<file path="config.mk">
export PLATFORM = sky130hd
export DESIGN_NAME = key_pio_in
export DESIGN_NICKNAME = d
export VERILOG_FILES = /design/src/rtl/key_pio_in_pkg.sv /design/src/rtl/key_pio_in_debounce.sv /design/src/rtl/key_pio_in.sv
export SDC_FILE = /design/constraint.sdc
export NUM_CORES = 1
export LEC_CHECK = 0
export BUFFER_PORTS_ARGS = -buffer_cell sky130_fd_sc_hd__buf_2
export CORE_MARGIN = 2
export CORE_UTILIZATION = 50
export CTS_BUF_LIST = sky130_fd_sc_hd__clkbuf_8
export CTS_CLUSTER_SIZE = 16
export DETAILED_ROUTE_END_ITERATION = 12
export PLACE_DENSITY_LB_ADDON = 0.12
export SYNTH_ARGS = -nofsm -noshare
export SYNTH_HDL_FRONTEND = slang
export SYNTH_SLANG_ARGS = --single-unit
</file>
<file path="constraint.sdc">
create_clock -name clk -period 1.29 [get_ports clk]
set_input_delay 0.129 -clock clk [delete_from_list [all_inputs] [get_ports clk]]
set_output_delay 0.129 -clock clk [all_outputs]
set_load 0.005 [all_outputs]
</file>
<file path="src/rtl/key_pio_in_pkg.sv">
// Shared constants for the key/switch input PIO: register offsets and edge-type encodings.
// Latency: n/a (constants and a combinational helper only).
// Backpressure: n/a.
package key_pio_in_pkg;

   localparam logic [1:0] ADDR_DATA    = 2'd0;
   localparam logic [1:0] ADDR_RSVD    = 2'd1;
   localparam logic [1:0] ADDR_IRQMASK = 2'd2;
   localparam logic [1:0] ADDR_EDGECAP = 2'd3;

   localparam int unsigned EDGE_RISE = 0;
   localparam int unsigned EDGE_FALL = 1;
   localparam int unsigned EDGE_ANY  = 2;

   // Per-bit edge detect of the conditioned input against its previous-cycle value.
   function automatic logic [31:0] edge_select(input int unsigned etype,
                                               input logic [31:0] cond,
                                               input logic [31:0] prev);
      logic [31:0] rise;
      logic [31:0] fall;
      rise = cond & ~prev;
      fall = ~cond & prev;
      case (etype)
         EDGE_RISE: edge_select = rise;
         EDGE_FALL: edge_select = fall;
         default:   edge_select = rise | fall;
      endcase
   endfunction

endpackage

</file>
<file path="src/rtl/key_pio_in_debounce.sv">
// Single-bit debouncer: output follows input only after it has differed for DEBOUNCE_CYCLES cycles.
// Latency: DEBOUNCE_CYCLES cycles from a stable input change to the output change.
// Backpressure: none; any excursion shorter than the window restarts the count.
`ifdef KEY_PIO_DEBOUNCE_EN
module pio_debounce_bit #(
   parameter int unsigned DEBOUNCE_CYCLES = 50000
) (
   input  logic clk,
   input  logic reset_n,
   input  logic din,
   output logic dout
);
   import key_pio_in_pkg::*;

   localparam int unsigned CW = (DEBOUNCE_CYCLES > 2) ? $clog2(DEBOUNCE_CYCLES) : 1;
   localparam logic [CW-1:0] CNT_LAST = CW'(DEBOUNCE_CYCLES - 1);

   logic          cond_q, cond_d;
   logic [CW-1:0] cnt_q, cnt_d;

   // Count consecutive cycles of disagreement; flip the output when the window completes.
   always_comb begin
      cond_d = cond_q;
      cnt_d  = cnt_q;
      if (din == cond_q) begin
         cnt_d = '0;
      end else if (cnt_q == CNT_LAST) begin
         cond_d = din;
         cnt_d  = '0;
      end else begin
         cnt_d = cnt_q + 1'b1;
      end
   end

   // Debounce state register.
   always_ff @(posedge clk or negedge reset_n) begin
      if (!reset_n) begin
         cond_q <= 1'b0;
         cnt_q  <= '0;
      end else begin
         cond_q <= cond_d;
         cnt_q  <= cnt_d;
      end
   end

   assign dout = cond_q;

endmodule
`endif

</file>
<file path="src/rtl/key_pio_in.sv">
// Avalon-MM input PIO: synchronised inputs, per-bit edge capture (W1C), masked level irq.
// Latency: read 1 cycle; in_port to DATA/EDGECAPTURE 2 cycles (+DEBOUNCE_CYCLES with KEY_PIO_DEBOUNCE_EN).
// Backpressure: none; slave always accepts, readdata registered every cycle from address.
module key_pio_in #(
   parameter int unsigned WIDTH           = 4,
   parameter int unsigned EDGE_TYPE       = 1,
   parameter int unsigned DEBOUNCE_CYCLES = 50000
) (
   input  logic             clk,
   input  logic             reset_n,
   input  logic [1:0]       address,
   input  logic             chipselect,
   input  logic             write_n,
   input  logic [WIDTH-1:0] writedata,
   output logic [WIDTH-1:0] readdata,
   input  logic [WIDTH-1:0] in_port,
   output logic             irq
);
   import key_pio_in_pkg::*;

   logic [WIDTH-1:0] sync1_q, sync1_d;
   logic [WIDTH-1:0] sync2_q, sync2_d;
   logic [WIDTH-1:0] prev_q, prev_d;
   logic [WIDTH-1:0] irqmask_q, irqmask_d;
   logic [WIDTH-1:0] edgecap_q, edgecap_d;
   logic [WIDTH-1:0] readdata_q, readdata_d;
   logic [WIDTH-1:0] cond;
   logic [WIDTH-1:0] edge_det;
   logic [WIDTH-1:0] clr_mask;
   logic             wr_en;

`ifdef KEY_PIO_DEBOUNCE_EN
   for (genvar i = 0; i < int'(WIDTH); i++) begin : g_db
      pio_debounce_bit #(
         .DEBOUNCE_CYCLES (DEBOUNCE_CYCLES)
      ) u_db (
         .clk     (clk),
         .reset_n (reset_n),
         .din     (sync2_q[i]),
         .dout    (cond[i])
      );
   end
`else
   assign cond = sync2_q;
`endif

   assign wr_en    = chipselect & ~write_n;
   assign edge_det = WIDTH'(edge_select(EDGE_TYPE, 32'(cond), 32'(prev_q)));

   // Next-state for the input path, mask, edge capture (set beats clear) and read mux.
   always_comb begin
      sync1_d   = in_port;
      sync2_d   = sync1_q;
      prev_d    = cond;
      irqmask_d = irqmask_q;
      clr_mask  = '0;
      if (wr_en && address == ADDR_IRQMASK) begin
         irqmask_d = writedata;
      end
      if (wr_en && address == ADDR_EDGECAP) begin
         clr_mask = writedata;
      end
      edgecap_d = (edgecap_q & ~clr_mask) | edge_det;
      case (address)
         ADDR_DATA:    readdata_d = cond;
         ADDR_IRQMASK: readdata_d = irqmask_q;
         ADDR_EDGECAP: readdata_d = edgecap_q;
         default:      readdata_d = '0;
      endcase
   end

   // State registers, all cleared asynchronously.
   always_ff @(posedge clk or negedge reset_n) begin
      if (!reset_n) begin
         sync1_q    <= '0;
         sync2_q    <= '0;
         prev_q     <= '0;
         irqmask_q  <= '0;
         edgecap_q  <= '0;
         readdata_q <= '0;
      end else begin
         sync1_q    <= sync1_d;
         sync2_q    <= sync2_d;
         prev_q     <= prev_d;
         irqmask_q  <= irqmask_d;
         edgecap_q  <= edgecap_d;
         readdata_q <= readdata_d;
      end
   end

   assign readdata = readdata_q;
   assign irq      = |(edgecap_q & irqmask_q);

endmodule

</file>
==> impl_metrics.prom, run 1 <==
# TYPE chip_impl_metric gauge
chip_impl_metric{name="clkTransAtPathRegs",unit="ns"} 0.08
chip_impl_metric{name="required",unit="ns"} 1.16
chip_impl_metric{name="whs",unit="ns"} 0.115
chip_impl_metric{name="drt_iter0_markers",unit=""} 8
chip_impl_metric{name="routed_wl",unit="mm"} 1.38
chip_impl_metric{name="setup-violations-final",unit=""} 0
chip_impl_metric{name="report.final.hold_viol_count",unit=""} 0
chip_impl_metric{name="cts.repair.resized",unit=""} 0
chip_impl_metric{name="synth_mux_area_frac",unit=""} 0.118
chip_impl_metric{name="synthesis_to_finish_area_growth",unit="%"} 22.6
chip_impl_metric{name="via_count_of_the_first_global_routing_pass",unit=""} 494
chip_impl_metric{name="clock_insertion_delay_worst_skew",unit="ns"} 0.26
chip_impl_metric{name="worstHoldPathCells",unit=""} 2
chip_impl_metric{name="placement.cell_area",unit="µm²"} 1000
chip_impl_metric{name="place.port_buffers",unit=""} 18
chip_impl_metric{name="gp_congestion",unit=""} 0.725
chip_impl_info{name="start_kind",value="flip-flop"} 1
chip_impl_metric{name="postLayoutCellArea",unit="µm²"} 1090
chip_impl_metric{name="viasPerCell",unit=""} 4.97
chip_impl_metric{name="std_cell_rows",unit=""} 15
chip_impl_info{name="worstHoldStart",value="writedata[2]"} 1
chip_impl_metric{name="htree_num_levels",unit=""} 1
chip_impl_metric{name="pin_count_of_the_biggest_net_entering_global_routing",unit=""} 25
chip_impl_metric{name="internal_power",unit="mW"} 1.14
chip_impl_info{name="outcome",value="complete, no violations"} 1
chip_impl_info{name="layout_common_cells",value="sky130_fd_sc_hd__dfrtp_1, sky130_fd_sc_hd__buf_2, sky130_fd_sc_hd__inv_1"} 1
chip_impl_metric{name="start_util",unit=""} 0.522
chip_impl_metric{name="timing.max_slew.rel_slack",unit=""} 0.668
chip_impl_metric{name="layout.filler_cells",unit=""} 138
chip_impl_metric{name="ff_latch_area",unit="µm²"} 601
chip_impl_metric{name="first_pass_grt_wire_length",unit="mm"} 2.18
chip_impl_metric{name="antenna_found_initial",unit=""} 0
chip_impl_metric{name="synthesis.instances",unit=""} 59
chip_impl_info{name="critical_path.endpoint_type",value="output port"} 1
chip_impl_metric{name="r2r_setup_slack",unit="ns"} 0.24
chip_impl_metric{name="post-cts-setup-buffer-count",unit=""} 0
chip_impl_metric{name="power.static_leakage",unit="nW"} 0.541
chip_impl_metric{name="ports_placed_on_the_boundary",unit=""} 19
chip_impl_metric{name="net_count_synth",unit=""} 73
chip_impl_metric{name="cts_max_path_buffers",unit=""} 2
chip_impl_metric{name="final_antenna_net_count",unit=""} 0
chip_impl_metric{name="numClockSinks",unit=""} 24
chip_impl_metric{name="power_switching",unit="mW"} 0.314
chip_impl_metric{name="gr-usage-all-layers",unit=""} 0.151
chip_impl_metric{name="transition_at_the_pin_with_the_smallest_max_transition_slack",unit="ns"} 0.498
chip_impl_metric{name="synth-compound-area-share",unit=""} 0.0955
chip_impl_metric{name="synth-simple-area-share",unit=""} 0.0660
chip_impl_metric{name="synth-xor-area-share",unit=""} 0
chip_impl_metric{name="maxSlewViolCount",unit=""} 0
chip_impl_metric{name="n_antenna_cell",unit=""} 0
chip_impl_metric{name="layout_setup_ws",unit="ns"} 0.0779
chip_impl_metric{name="grt.overflow.total",unit=""} 0
chip_impl_metric{name="peakVddDrop",unit="µV"} 817
chip_impl_metric{name="power_frac_comb",unit=""} 0.126
chip_impl_info{name="synthTopCellsByArea",value="sky130_fd_sc_hd__dfrtp_1, sky130_fd_sc_hd__mux2_4, sky130_fd_sc_hd__a22o_1, sky130_fd_sc_hd__o221ai_1, sky130_fd_sc_hd__mux2_2"} 1
chip_impl_metric{name="die_area",unit="µm²"} 2140
chip_impl_metric{name="fmax",unit="MHz"} 825
chip_impl_metric{name="power_density",unit="nW/µm²"} 1330
chip_impl_metric{name="net_sw_frac",unit=""} 0.216
chip_impl_info{name="clockRootBuffer",value="sky130_fd_sc_hd__clkbuf_8"} 1
chip_impl_info{name="final_common_cell",value="sky130_fd_sc_hd__dfrtp_1"} 1
chip_impl_metric{name="vias",unit=""} 542
chip_impl_metric{name="drt-wirelength-per-cell",unit="µm"} 12.7
chip_impl_metric{name="final_min_period_over_clock_period",unit=""} 0.940
chip_impl_metric{name="core_area",unit="µm²"} 1710
chip_impl_info{name="regToRegStartpoint",value="edgecap_q[1]$_DFF_PN0_"} 1
chip_impl_metric{name="route.detailed.drc",unit=""} 0
chip_impl_info{name="setup.worst_path.class",value="reg2out"} 1
chip_impl_info{name="worst_hold_path.endpoint",value="irqmask_q[2]$_DFFE_PN0P_"} 1
chip_impl_metric{name="finClkSkew",unit="ns"} 0.00135
chip_impl_metric{name="netlist-cell-type-count",unit=""} 14
chip_impl_info{name="post-synth-top-area-cell",value="sky130_fd_sc_hd__dfrtp_1"} 1
chip_impl_info{name="synth_top_family_by_area",value="multiplexers"} 1
chip_impl_metric{name="mappedNetlistArea",unit="µm²"} 891
chip_impl_metric{name="share_seq_of_total_power",unit=""} 0.587
chip_impl_metric{name="post_route_cells_drive_above_1_share",unit=""} 0.345
chip_impl_metric{name="synth_top_area_share",unit=""} 0.674
chip_impl_metric{name="multi_input_area",unit="µm²"} 249
chip_impl_metric{name="die_y",unit="µm"} 46.2
chip_impl_metric{name="synth_adder_area_share",unit=""} 0
chip_impl_metric{name="finalNetCount",unit=""} 100
chip_impl_info{name="grt_setup_unrepaired",value="false"} 1
chip_impl_metric{name="highest_net_fanout_along_the_worst_path",unit=""} 4
chip_impl_info{name="tritoncts",value="built"} 1
chip_impl_metric{name="final_hpwl_from_detailed_placement",unit="µm"} 976
chip_impl_metric{name="power.share.clock",unit=""} 0.287
chip_impl_metric{name="synth-seq-area-share",unit=""} 0.674
chip_impl_metric{name="synth.ff_latch_count",unit=""} 24
chip_impl_metric{name="worst-r2r-cell-count",unit=""} 2
chip_impl_info{name="hold_path.class",value="in2reg"} 1
chip_impl_metric{name="dpl_worst_slack",unit="ns"} 0.224
chip_impl_metric{name="maxCapViolations",unit=""} 0
chip_impl_metric{name="synth_area_per_cell",unit="µm²"} 15.1
chip_impl_metric{name="ys_warn_count",unit=""} 0
chip_impl_metric{name="drt_pass1_iterations",unit=""} 4
chip_impl_metric{name="cts_made_buffers",unit=""} 3
chip_impl_info{name="rr_endpoint",value="readdata[1]$_DFF_PN0_"} 1
chip_impl_metric{name="die_w",unit="µm"} 46.2
chip_impl_metric{name="cts_hold_buffers",unit=""} 5
chip_impl_metric{name="final.min_clock_period",unit="ns"} 1.21
chip_impl_metric{name="worstPathArrival",unit="ns"} 1.08
chip_impl_metric{name="setup_total_negative_slack",unit="ns"} 0
==> stage by stage <==
step	cells	util	total power, mW
3_3_place_gp	101	0.586	1.04
2_1_floorplan	59	-	0.968
5_1_grt	109	0.640	1.54
6_report	109	0.640	1.45
3_5_place_dp	101	0.586	1.04
4_1_cts	109	0.640	1.47
==> logic make-up after synthesis <==
group,Yosys count
flip-flops,24
multiplexers,8
AO/OA/AOI/OAI,10
AND/OR/NAND/NOR,8
buffers and inverters,9
==> synthesized netlist by cell type <==
master                      n
sky130_fd_sc_hd__mux2_2     3
sky130_fd_sc_hd__o221ai_1   4
sky130_fd_sc_hd__nand2_1    1
sky130_fd_sc_hd__mux2_1     1
sky130_fd_sc_hd__inv_1      8
sky130_fd_sc_hd__a22o_1     4
sky130_fd_sc_hd__a22oi_1    2
sky130_fd_sc_hd__buf_6      1
sky130_fd_sc_hd__dfrtp_1   24
sky130_fd_sc_hd__nor2_1     1
sky130_fd_sc_hd__nand2b_1   4
sky130_fd_sc_hd__mux2_4     4
sky130_fd_sc_hd__and4bb_4   1
sky130_fd_sc_hd__and4b_1    1
==> worst max-delay path by stage <==
stage	from	end	slack (ns)
floorplan	edgecap_q[1]$_DFF_PN0_	readdata[1]$_DFF_PN0_	0.29
global placement	address[0]	irqmask_q[1]$_DFFE_PN0P_	0.23
detailed placement	address[0]	irqmask_q[3]$_DFFE_PN0P_	0.22
CTS	edgecap_q[3]$_DFF_PN0_	irq	0.07
global route	edgecap_q[3]$_DFF_PN0_	irq	0.02
finish	edgecap_q[3]$_DFF_PN0_	irq	0.08
==> worst max-delay path: stages (launching register included) <==
cell and delay [ns]:
sky130_fd_sc_hd__dfrtp_1 0.42, sky130_fd_sc_hd__a22oi_1 0.21, sky130_fd_sc_hd__nand2_1 0.07, sky130_fd_sc_hd__buf_2 0.13
==> power by group through the flow <==
stage / clock network, mW / logic [mW] / registers [mW]
floorplan: 0 / 0.108 / 0.860
global placement: 0 / 0.171 / 0.867
detailed placement: 0 / 0.174 / 0.867
CTS: 0.428 / 0.186 / 0.852
global route: 0.474 / 0.202 / 0.862
finish: 0.417 / 0.183 / 0.854
==> area by class of cell <==
type	count	area share
sequential	24	0.550
multi-input combinational	26	0.228
timing repair buffer	23	0.128
clock buffer	3	0.0378
tap	25	0.0286
inverter	8	0.0275
==> layer usage <==
layer  global-route usage  part of all wire  routed length (µm)  up-vias
li1                     -                 -                   -      256
met2                0.206              0.45                 615       15
met4               0.0857             0.020                  27        0
met3               0.0353             0.046                  63        4
met1                0.219              0.49                 674      267
met5                    0                 0                   0        -
==> state kept, by name, indices dropped and copies added (netlist names) <==
register,flops
cond,4
edgecap_q,4
irqmask_q,4
prev_q,4
readdata,4
sync1_q,4
Power figures use the tool's default switching activity.
==> inputs of run 2 (changes only) <==
--- a/config.mk
+++ b/config.mk
@@ -5,12 +5,14 @@
 export SDC_FILE = /design/constraint.sdc
 export NUM_CORES = 1
 export LEC_CHECK = 0
+export ABC_AREA = 1
 export BUFFER_PORTS_ARGS = -buffer_cell sky130_fd_sc_hd__buf_2
 export CORE_MARGIN = 2
 export CORE_UTILIZATION = 50
 export CTS_BUF_LIST = sky130_fd_sc_hd__clkbuf_8
 export CTS_CLUSTER_SIZE = 16
 export DETAILED_ROUTE_END_ITERATION = 12
+export GPL_ROUTABILITY_DRIVEN = 0
 export PLACE_DENSITY_LB_ADDON = 0.12
 export SYNTH_ARGS = -nofsm -noshare
 export SYNTH_HDL_FRONTEND = slang
==> run 2 against run 1 <==
First-iteration DRC count grew 88%. Sequential power about the same. Final cell count grew 17%. Via count increased by 15%. Flip-flop and latch count stayed put. Fmax increased by 11%. Total power shrank 1.8%. Largest power group unchanged. Highest routed layer unchanged.
==> impl_metrics.prom, run 2 <==
# TYPE chip_impl_metric gauge
chip_impl_info{name="outcome",value="complete, no violations"} 1
chip_impl_metric{name="netlist-cell-type-count",unit=""} 9
chip_impl_metric{name="setup_total_negative_slack",unit="ns"} 0
chip_impl_metric{name="die_w",unit="µm"} 45.6
chip_impl_metric{name="post-cts-setup-buffer-count",unit=""} 0
chip_impl_metric{name="ys_warn_count",unit=""} 0
chip_impl_metric{name="grt.overflow.total",unit=""} 0
chip_impl_metric{name="layout.filler_cells",unit=""} 137
chip_impl_info{name="synthMostInstantiatedCell",value="sky130_fd_sc_hd__nand2_1"} 1
chip_impl_metric{name="routed_wl",unit="mm"} 1.39
chip_impl_metric{name="numClockSinks",unit=""} 24
chip_impl_metric{name="ff_latch_area",unit="µm²"} 601
chip_impl_metric{name="report.final.hold_viol_count",unit=""} 0
chip_impl_metric{name="power.static_leakage",unit="nW"} 0.560
chip_impl_metric{name="route.detailed.drc",unit=""} 0
chip_impl_metric{name="final_antenna_net_count",unit=""} 0
chip_impl_info{name="start_kind",value="flip-flop"} 1
chip_impl_metric{name="final_min_period_over_clock_period",unit=""} 0.846
chip_impl_metric{name="synth_area_per_cell",unit="µm²"} 10.2
chip_impl_metric{name="vias",unit=""} 626
chip_impl_metric{name="maxSlewViolCount",unit=""} 0
chip_impl_metric{name="highest_net_fanout_along_the_worst_path",unit=""} 3
chip_impl_metric{name="fmax",unit="MHz"} 916
chip_impl_metric{name="synth-seq-area-share",unit=""} 0.695
chip_impl_metric{name="number_of_enable_flip_flop_cells_after_synthesis",unit=""} 0
chip_impl_metric{name="via_count_of_the_first_global_routing_pass",unit=""} 552
chip_impl_metric{name="setup-violations-final",unit=""} 0
chip_impl_metric{name="cts_made_buffers",unit=""} 3
chip_impl_info{name="hold_path.class",value="in2reg"} 1
chip_impl_info{name="critical_path.endpoint_type",value="output port"} 1
chip_impl_metric{name="timing.max_slew.rel_slack",unit=""} 0.667
chip_impl_metric{name="worstPathArrival",unit="ns"} 0.96
chip_impl_info{name="tritoncts",value="built"} 1
chip_impl_info{name="setup.worst_path.end",value="irq"} 1
chip_impl_metric{name="mappedNetlistArea",unit="µm²"} 865
chip_impl_metric{name="worstHoldPathCells",unit=""} 3
chip_impl_metric{name="ports_placed_on_the_boundary",unit=""} 19
chip_impl_metric{name="htree_num_levels",unit=""} 1
chip_impl_info{name="grt_setup_unrepaired",value="false"} 1
chip_impl_metric{name="place.port_buffers",unit=""} 18
chip_impl_info{name="synth_top_flop_cell",value="sky130_fd_sc_hd__dfrtp_1"} 1
chip_impl_info{name="layout_common_cells",value="sky130_fd_sc_hd__nand2_1, sky130_fd_sc_hd__dfrtp_1, sky130_fd_sc_hd__buf_2"} 1
chip_impl_info{name="post-synth-top-area-cell",value="sky130_fd_sc_hd__dfrtp_1"} 1
chip_impl_info{name="critical_path.startpoint",value="irqmask_q[0]$_DFFE_PN0P_"} 1
chip_impl_metric{name="first_pass_grt_wire_length",unit="mm"} 2.33
chip_impl_metric{name="net_count_synth",unit=""} 99
chip_impl_metric{name="cts.repair.resized",unit=""} 0
chip_impl_metric{name="finalNetCount",unit=""} 127
chip_impl_metric{name="drt_pass1_iterations",unit=""} 4
chip_impl_info{name="final_common_cell",value="sky130_fd_sc_hd__nand2_1"} 1
chip_impl_metric{name="post_route_cells_drive_above_1_share",unit=""} 0.225
chip_impl_metric{name="finClkSkew",unit="ns"} 0.00335
chip_impl_metric{name="power_density",unit="nW/µm²"} 1340
chip_impl_info{name="synth_top_cells_by_count",value="sky130_fd_sc_hd__nand2_1, sky130_fd_sc_hd__dfrtp_1, sky130_fd_sc_hd__nand3_1, sky130_fd_sc_hd__inv_1, sky130_fd_sc_hd__nor2_4"} 1
chip_impl_metric{name="drt-wirelength-per-cell",unit="µm"} 10.9
chip_impl_metric{name="n_antenna_cell",unit=""} 0
chip_impl_metric{name="r2r_setup_slack",unit="ns"} 0.63
chip_impl_metric{name="transition_at_the_pin_with_the_smallest_max_transition_slack",unit="ns"} 0.500
chip_impl_metric{name="asyncSetResetFlopFracSynth",unit=""} 1.00
chip_impl_metric{name="cts_max_path_buffers",unit=""} 2
chip_impl_info{name="rr_endpoint",value="readdata[1]$_DFF_PN0_"} 1
chip_impl_metric{name="final.min_clock_period",unit="ns"} 1.09
chip_impl_info{name="setup.worst_path.class",value="reg2out"} 1
chip_impl_metric{name="drt_iter0_markers",unit=""} 15
chip_impl_metric{name="pin_count_of_the_biggest_net_entering_global_routing",unit=""} 25
chip_impl_metric{name="std_cell_rows",unit=""} 15
chip_impl_metric{name="layout_setup_ws",unit="ns"} 0.198
chip_impl_metric{name="die_area",unit="µm²"} 2080
chip_impl_metric{name="viasPerCell",unit=""} 4.89
chip_impl_metric{name="synth_top_area_share",unit=""} 0.695
chip_impl_metric{name="synthesis_to_finish_area_growth",unit="%"} 23.4
chip_impl_metric{name="synthesis.instances",unit=""} 85
chip_impl_metric{name="clkTransAtPathRegs",unit="ns"} 0.08
chip_impl_metric{name="peakVddDrop",unit="µV"} 706
chip_impl_metric{name="antenna_found_initial",unit=""} 0
chip_impl_metric{name="multi_input_area",unit="µm²"} 238
chip_impl_metric{name="required",unit="ns"} 1.16
chip_impl_metric{name="gr-usage-all-layers",unit=""} 0.163
chip_impl_info{name="synthTopCellsByArea",value="sky130_fd_sc_hd__dfrtp_1, sky130_fd_sc_hd__nand2_1, sky130_fd_sc_hd__nand3_1, sky130_fd_sc_hd__inv_1, sky130_fd_sc_hd__nor2_4"} 1
chip_impl_metric{name="clock_insertion_delay_worst_skew",unit="ns"} 0.26
chip_impl_metric{name="core_area",unit="µm²"} 1670
chip_impl_metric{name="die_y",unit="µm"} 45.6
chip_impl_metric{name="worst-r2r-cell-count",unit=""} 2
chip_impl_info{name="regToRegStartpoint",value="edgecap_q[1]$_DFF_PN0_"} 1
chip_impl_metric{name="start_util",unit=""} 0.518
chip_impl_metric{name="dpl_worst_slack",unit="ns"} 0.475
chip_impl_metric{name="synth.ff_latch_count",unit=""} 24
chip_impl_metric{name="maxCapViolations",unit=""} 0
chip_impl_metric{name="final_hpwl_from_detailed_placement",unit="µm"} 955
chip_impl_info{name="clockRootBuffer",value="sky130_fd_sc_hd__clkbuf_8"} 1
## run 2: cell count changes after synthesis, sizes merged, moves of 2 or more
cell / previous run / this run
a22o: 4 / 0
a22oi: 2 / 0
mux2: 8 / 0
nand2: 1 / 38
nand2b: 4 / 0
nand3: 0 / 12
nor2: 1 / 3
o221ai: 4 / 0
## run 2: how the worst min path moves through the flow
stage | endpoint | startpoint
after floorplan | cond[0]$_DFF_PN0_ | reset_n
after global placement | readdata[2]$_DFF_PN0_ | reset_n
after detailed placement | edgecap_q[2]$_DFF_PN0_ | reset_n
after CTS | irqmask_q[1]$_DFFE_PN0P_ | writedata[1]
after global routing | irqmask_q[2]$_DFFE_PN0P_ | writedata[2]
final | irqmask_q[0]$_DFFE_PN0P_ | writedata[0]
## run 2: per-stage QoR
stage	power (mW)	hold WS [ns]	std cells	utilization	instance area, µm²
after floorplan	0.937	-0.167	85	-	865
after global placement	1.02	0.126	120	0.584	976
after detailed placement	1.02	0.128	120	0.584	976
after CTS	1.44	0.116	128	0.639	1070
after global routing	1.50	0.144	128	0.639	1070
final	1.43	0.118	128	0.639	1070
## run 2: layout make-up
class,count,share of cell area
Sequential cell,24,0.563
Multi-Input combinational cell,54,0.223
Timing Repair Buffer,23,0.131
Clock buffer,3,0.0387
Inverter,7,0.0246
Tap cell,17,0.0199
## run 2: cell families after synthesis
kind of cell	Yosys count	synth area share
DFF	24	0.695
buffers and inverters	7	0.0304
and+or+nand+nor	54	0.275
## run 2: layer usage
layer / wire length (µm) / track usage
met2: 629 / 0.220
met3: 78 / 0.0357
met1: 670 / 0.235
met5: 0 / 0
met4: 10 / 0.106
## run 2: worst max-delay path, cell delays in order, from the launching register on
cell and delay, ns:
sky130_fd_sc_hd__dfrtp_1 0.41, sky130_fd_sc_hd__nand2_1 0.09, sky130_fd_sc_hd__nand4_1 0.08, sky130_fd_sc_hd__buf_2 0.13
## run 2: timing repair
item	4_1_cts	5_1_grt
hold buffers	5	0
setup endpoints to repair	0	0
endpoints found under the hold margin	28	0
## run 2: where the power goes
group,switching [mW],internal (mW),leakage (nW)
clock,0.208,0.208,0.0216
combinational,0.0871,0.0737,0.262
sequential,0.0359,0.815,0.277
==> inputs of run 3 (changes only) <==
==> constraint.sdc (replaced) <==
create_clock -name clk -period 1.1 [get_ports clk]
set_input_delay 0.11 -clock clk [delete_from_list [all_inputs] [get_ports clk]]
set_output_delay 0.11 -clock clk [all_outputs]
set_load 0.005 [all_outputs]
==> run 3 against run 2 <==
Clock power rose by 16%. Via count rose by 2.2%. Critical path type unchanged. Largest cell class unchanged. Combinational power rose by 35%.
==> impl_metrics.prom, run 3 (synthesis gave the netlist of run 2 again) <==
# TYPE chip_impl_metric gauge
chip_impl_metric{name="core_area",unit="µm²"} 1670
chip_impl_metric{name="setup-violations-final",unit=""} 0
chip_impl_metric{name="worstPathArrival",unit="ns"} 0.95
chip_impl_info{name="crit_family",value="flip-flops"} 1
chip_impl_metric{name="n_antenna_cell",unit=""} 0
chip_impl_info{name="layout_common_cells",value="sky130_fd_sc_hd__nand2_1, sky130_fd_sc_hd__dfrtp_1, sky130_fd_sc_hd__buf_2"} 1
chip_impl_info{name="worst_hold_path.endpoint",value="irqmask_q[0]$_DFFE_PN0P_"} 1
chip_impl_metric{name="final_min_period_over_clock_period",unit=""} 0.966
chip_impl_metric{name="path_buf_inv",unit=""} 1
chip_impl_metric{name="final.min_clock_period",unit="ns"} 1.06
chip_impl_metric{name="numClockSinks",unit=""} 24
chip_impl_info{name="rr_endpoint",value="readdata[0]$_DFF_PN0_"} 1
chip_impl_metric{name="grt.overflow.total",unit=""} 0
chip_impl_metric{name="antenna_found_initial",unit=""} 0
chip_impl_metric{name="worst-r2r-cell-count",unit=""} 3
chip_impl_metric{name="vias",unit=""} 640
chip_impl_info{name="worstHoldStart",value="writedata[0]"} 1
chip_impl_metric{name="die_w",unit="µm"} 45.6
chip_impl_info{name="timing.critical_path.cells",value="nand2_1, nand4_1, buf_2"} 1
chip_impl_metric{name="drt_iter0_markers",unit=""} 6
chip_impl_metric{name="required",unit="ns"} 0.99
chip_impl_metric{name="route.detailed.drc",unit=""} 0
chip_impl_metric{name="die_area",unit="µm²"} 2080
chip_impl_metric{name="clkTransAtPathRegs",unit="ns"} 0.07
chip_impl_info{name="tritoncts",value="built"} 1
chip_impl_metric{name="clock_insertion_delay_worst_skew",unit="ns"} 0.25
chip_impl_metric{name="viasPerCell",unit=""} 4.89
chip_impl_metric{name="cts.repair.resized",unit=""} 0
chip_impl_metric{name="final_antenna_net_count",unit=""} 0
chip_impl_metric{name="routed_wl",unit="mm"} 1.43
chip_impl_metric{name="die_y",unit="µm"} 45.6
chip_impl_metric{name="htree_num_levels",unit=""} 1
chip_impl_metric{name="net_sw_frac",unit=""} 0.230
chip_impl_metric{name="final_hpwl_from_detailed_placement",unit="µm"} 965
chip_impl_info{name="critical_path.endpoint_type",value="output port"} 1
chip_impl_metric{name="postLayoutCellArea",unit="µm²"} 1090
chip_impl_metric{name="synthesis_to_finish_area_growth",unit="%"} 26.0
chip_impl_metric{name="cts_made_buffers",unit=""} 3
chip_impl_metric{name="transition_at_the_pin_with_the_smallest_max_transition_slack",unit="ns"} 0.508
chip_impl_metric{name="cts_max_path_buffers",unit=""} 2
chip_impl_metric{name="share_seq_of_total_power",unit=""} 0.587
chip_impl_metric{name="fmax",unit="MHz"} 941
chip_impl_metric{name="power_frac_comb",unit=""} 0.128
chip_impl_metric{name="place.port_buffers",unit=""} 18
chip_impl_metric{name="finalNetCount",unit=""} 130
chip_impl_metric{name="maxSlewViolCount",unit=""} 0
chip_impl_metric{name="std_cell_rows",unit=""} 15
chip_impl_metric{name="start_util",unit=""} 0.518
chip_impl_metric{name="peakVddDrop",unit="µV"} 885
chip_impl_metric{name="timing.max_slew.rel_slack",unit=""} 0.661
chip_impl_metric{name="worstHoldPathCells",unit=""} 3
chip_impl_metric{name="pin_count_of_the_biggest_net_entering_global_routing",unit=""} 25
chip_impl_info{name="grt_setup_unrepaired",value="false"} 1
chip_impl_info{name="setup.worst_path.class",value="reg2out"} 1
chip_impl_metric{name="report.final.hold_viol_count",unit=""} 0
chip_impl_metric{name="slowest_cell_delay_on_critical_path",unit="ns"} 0.40
chip_impl_info{name="final_common_cell",value="sky130_fd_sc_hd__nand2_1"} 1
chip_impl_metric{name="power_density",unit="nW/µm²"} 1550
chip_impl_info{name="clockRootBuffer",value="sky130_fd_sc_hd__clkbuf_8"} 1
chip_impl_metric{name="internal_power",unit="mW"} 1.30
chip_impl_metric{name="drt-wirelength-per-cell",unit="µm"} 10.9
chip_impl_metric{name="power.static_leakage",unit="nW"} 0.574
chip_impl_metric{name="highest_net_fanout_along_the_worst_path",unit=""} 3
chip_impl_info{name="regToRegStartpoint",value="irqmask_q[0]$_DFFE_PN0P_"} 1
chip_impl_metric{name="power_switching",unit="mW"} 0.390
chip_impl_metric{name="via_count_of_the_first_global_routing_pass",unit=""} 531
chip_impl_metric{name="setup_total_negative_slack",unit="ns"} 0
chip_impl_metric{name="post_route_cells_drive_above_1_share",unit=""} 0.246
chip_impl_info{name="timing.critical_path.slowest_stage_cell",value="sky130_fd_sc_hd__dfrtp_1"} 1
chip_impl_metric{name="placement.cell_area",unit="µm²"} 976
chip_impl_metric{name="finClkSkew",unit="ns"} 0.00323
chip_impl_info{name="hold_path.class",value="in2reg"} 1
chip_impl_info{name="outcome",value="complete, no violations"} 1
chip_impl_metric{name="maxCapViolations",unit=""} 0
chip_impl_metric{name="power.share.clock",unit=""} 0.285
chip_impl_metric{name="drt_pass1_iterations",unit=""} 4
chip_impl_metric{name="first_pass_grt_wire_length",unit="mm"} 2.30
chip_impl_info{name="start_kind",value="flip-flop"} 1
chip_impl_metric{name="ports_placed_on_the_boundary",unit=""} 19
chip_impl_metric{name="r2r_setup_slack",unit="ns"} 0.33
chip_impl_metric{name="gr-usage-all-layers",unit=""} 0.161
[run 3: cell count changes in the layout (fill, tap and decap cells not counted), sizes merged]
cell,change
buf,+3
[run 3: area by class of cell]
class	count	area, µm²
inverters	7	26.3
fillers	139	581
clock buffers	3	41.3
multi-input cells	54	238
flip-flops and latches	24	601
repair buffers	26	163
well taps	17	21.3
[run 3: worst max path at each step]
stage                                to  cells after the start  slack (ns)                startpoint
2_1_floorplan                       irq                      2        0.46  irqmask_q[0]$_DFFE_PN0P_
6_report                            irq                      3        0.04  irqmask_q[0]$_DFFE_PN0P_
5_1_grt                             irq                      3       0.007  irqmask_q[0]$_DFFE_PN0P_
3_3_place_gp      readdata[0]$_DFF_PN0_                      4        0.31                address[0]
4_1_cts                             irq                      3        0.03    edgecap_q[0]$_DFF_PN0_
3_5_place_dp   irqmask_q[0]$_DFFE_PN0P_                      6        0.29                address[1]
[run 3: power groups by stage]
stage          sequential (mW)  clock (mW)  combinational (mW)
2_1_floorplan             1.01           0              0.0908
3_3_place_gp              1.01           0               0.177
3_5_place_dp              1.01           0               0.180
4_1_cts                  0.997       0.496               0.193
5_1_grt                   1.00       0.529               0.248
6_report                 0.994       0.483               0.217
[run 3: metal layers]
layer,track usage,routed length [µm]
met4,0.0882,27
met1,0.247,724
met5,0,0
met3,0.0357,62
met2,0.208,617
[run 3: worst reg2reg max path, stage by stage (launching register included)]
cell	delay (ns)
sky130_fd_sc_hd__dfrtp_1	0.40
sky130_fd_sc_hd__buf_4	0.14
sky130_fd_sc_hd__nand2_1	0.06
sky130_fd_sc_hd__nand3_1	0.06
[run 3: what timing repair did]
action / in CTS / in global routing
setup buffers: 0 / 3
hold endpoints to repair: 28 / 0
endpoints found under the setup margin: 0 / 1
hold buffers: 5 / 0
[run 3: per-stage QoR]
step                utilization  std cells  setup slack (ns)  total power [mW]  hold WS, ns
floorplan                     -         85             0.461              1.10       -0.186
global placement          0.584        120             0.312              1.19        0.107
detailed placement        0.584        120             0.288              1.19        0.110
CTS                       0.639        128            0.0319              1.69        0.101
global route              0.652        131           0.00747              1.78        0.128
finish                    0.652        131            0.0372              1.69        0.107
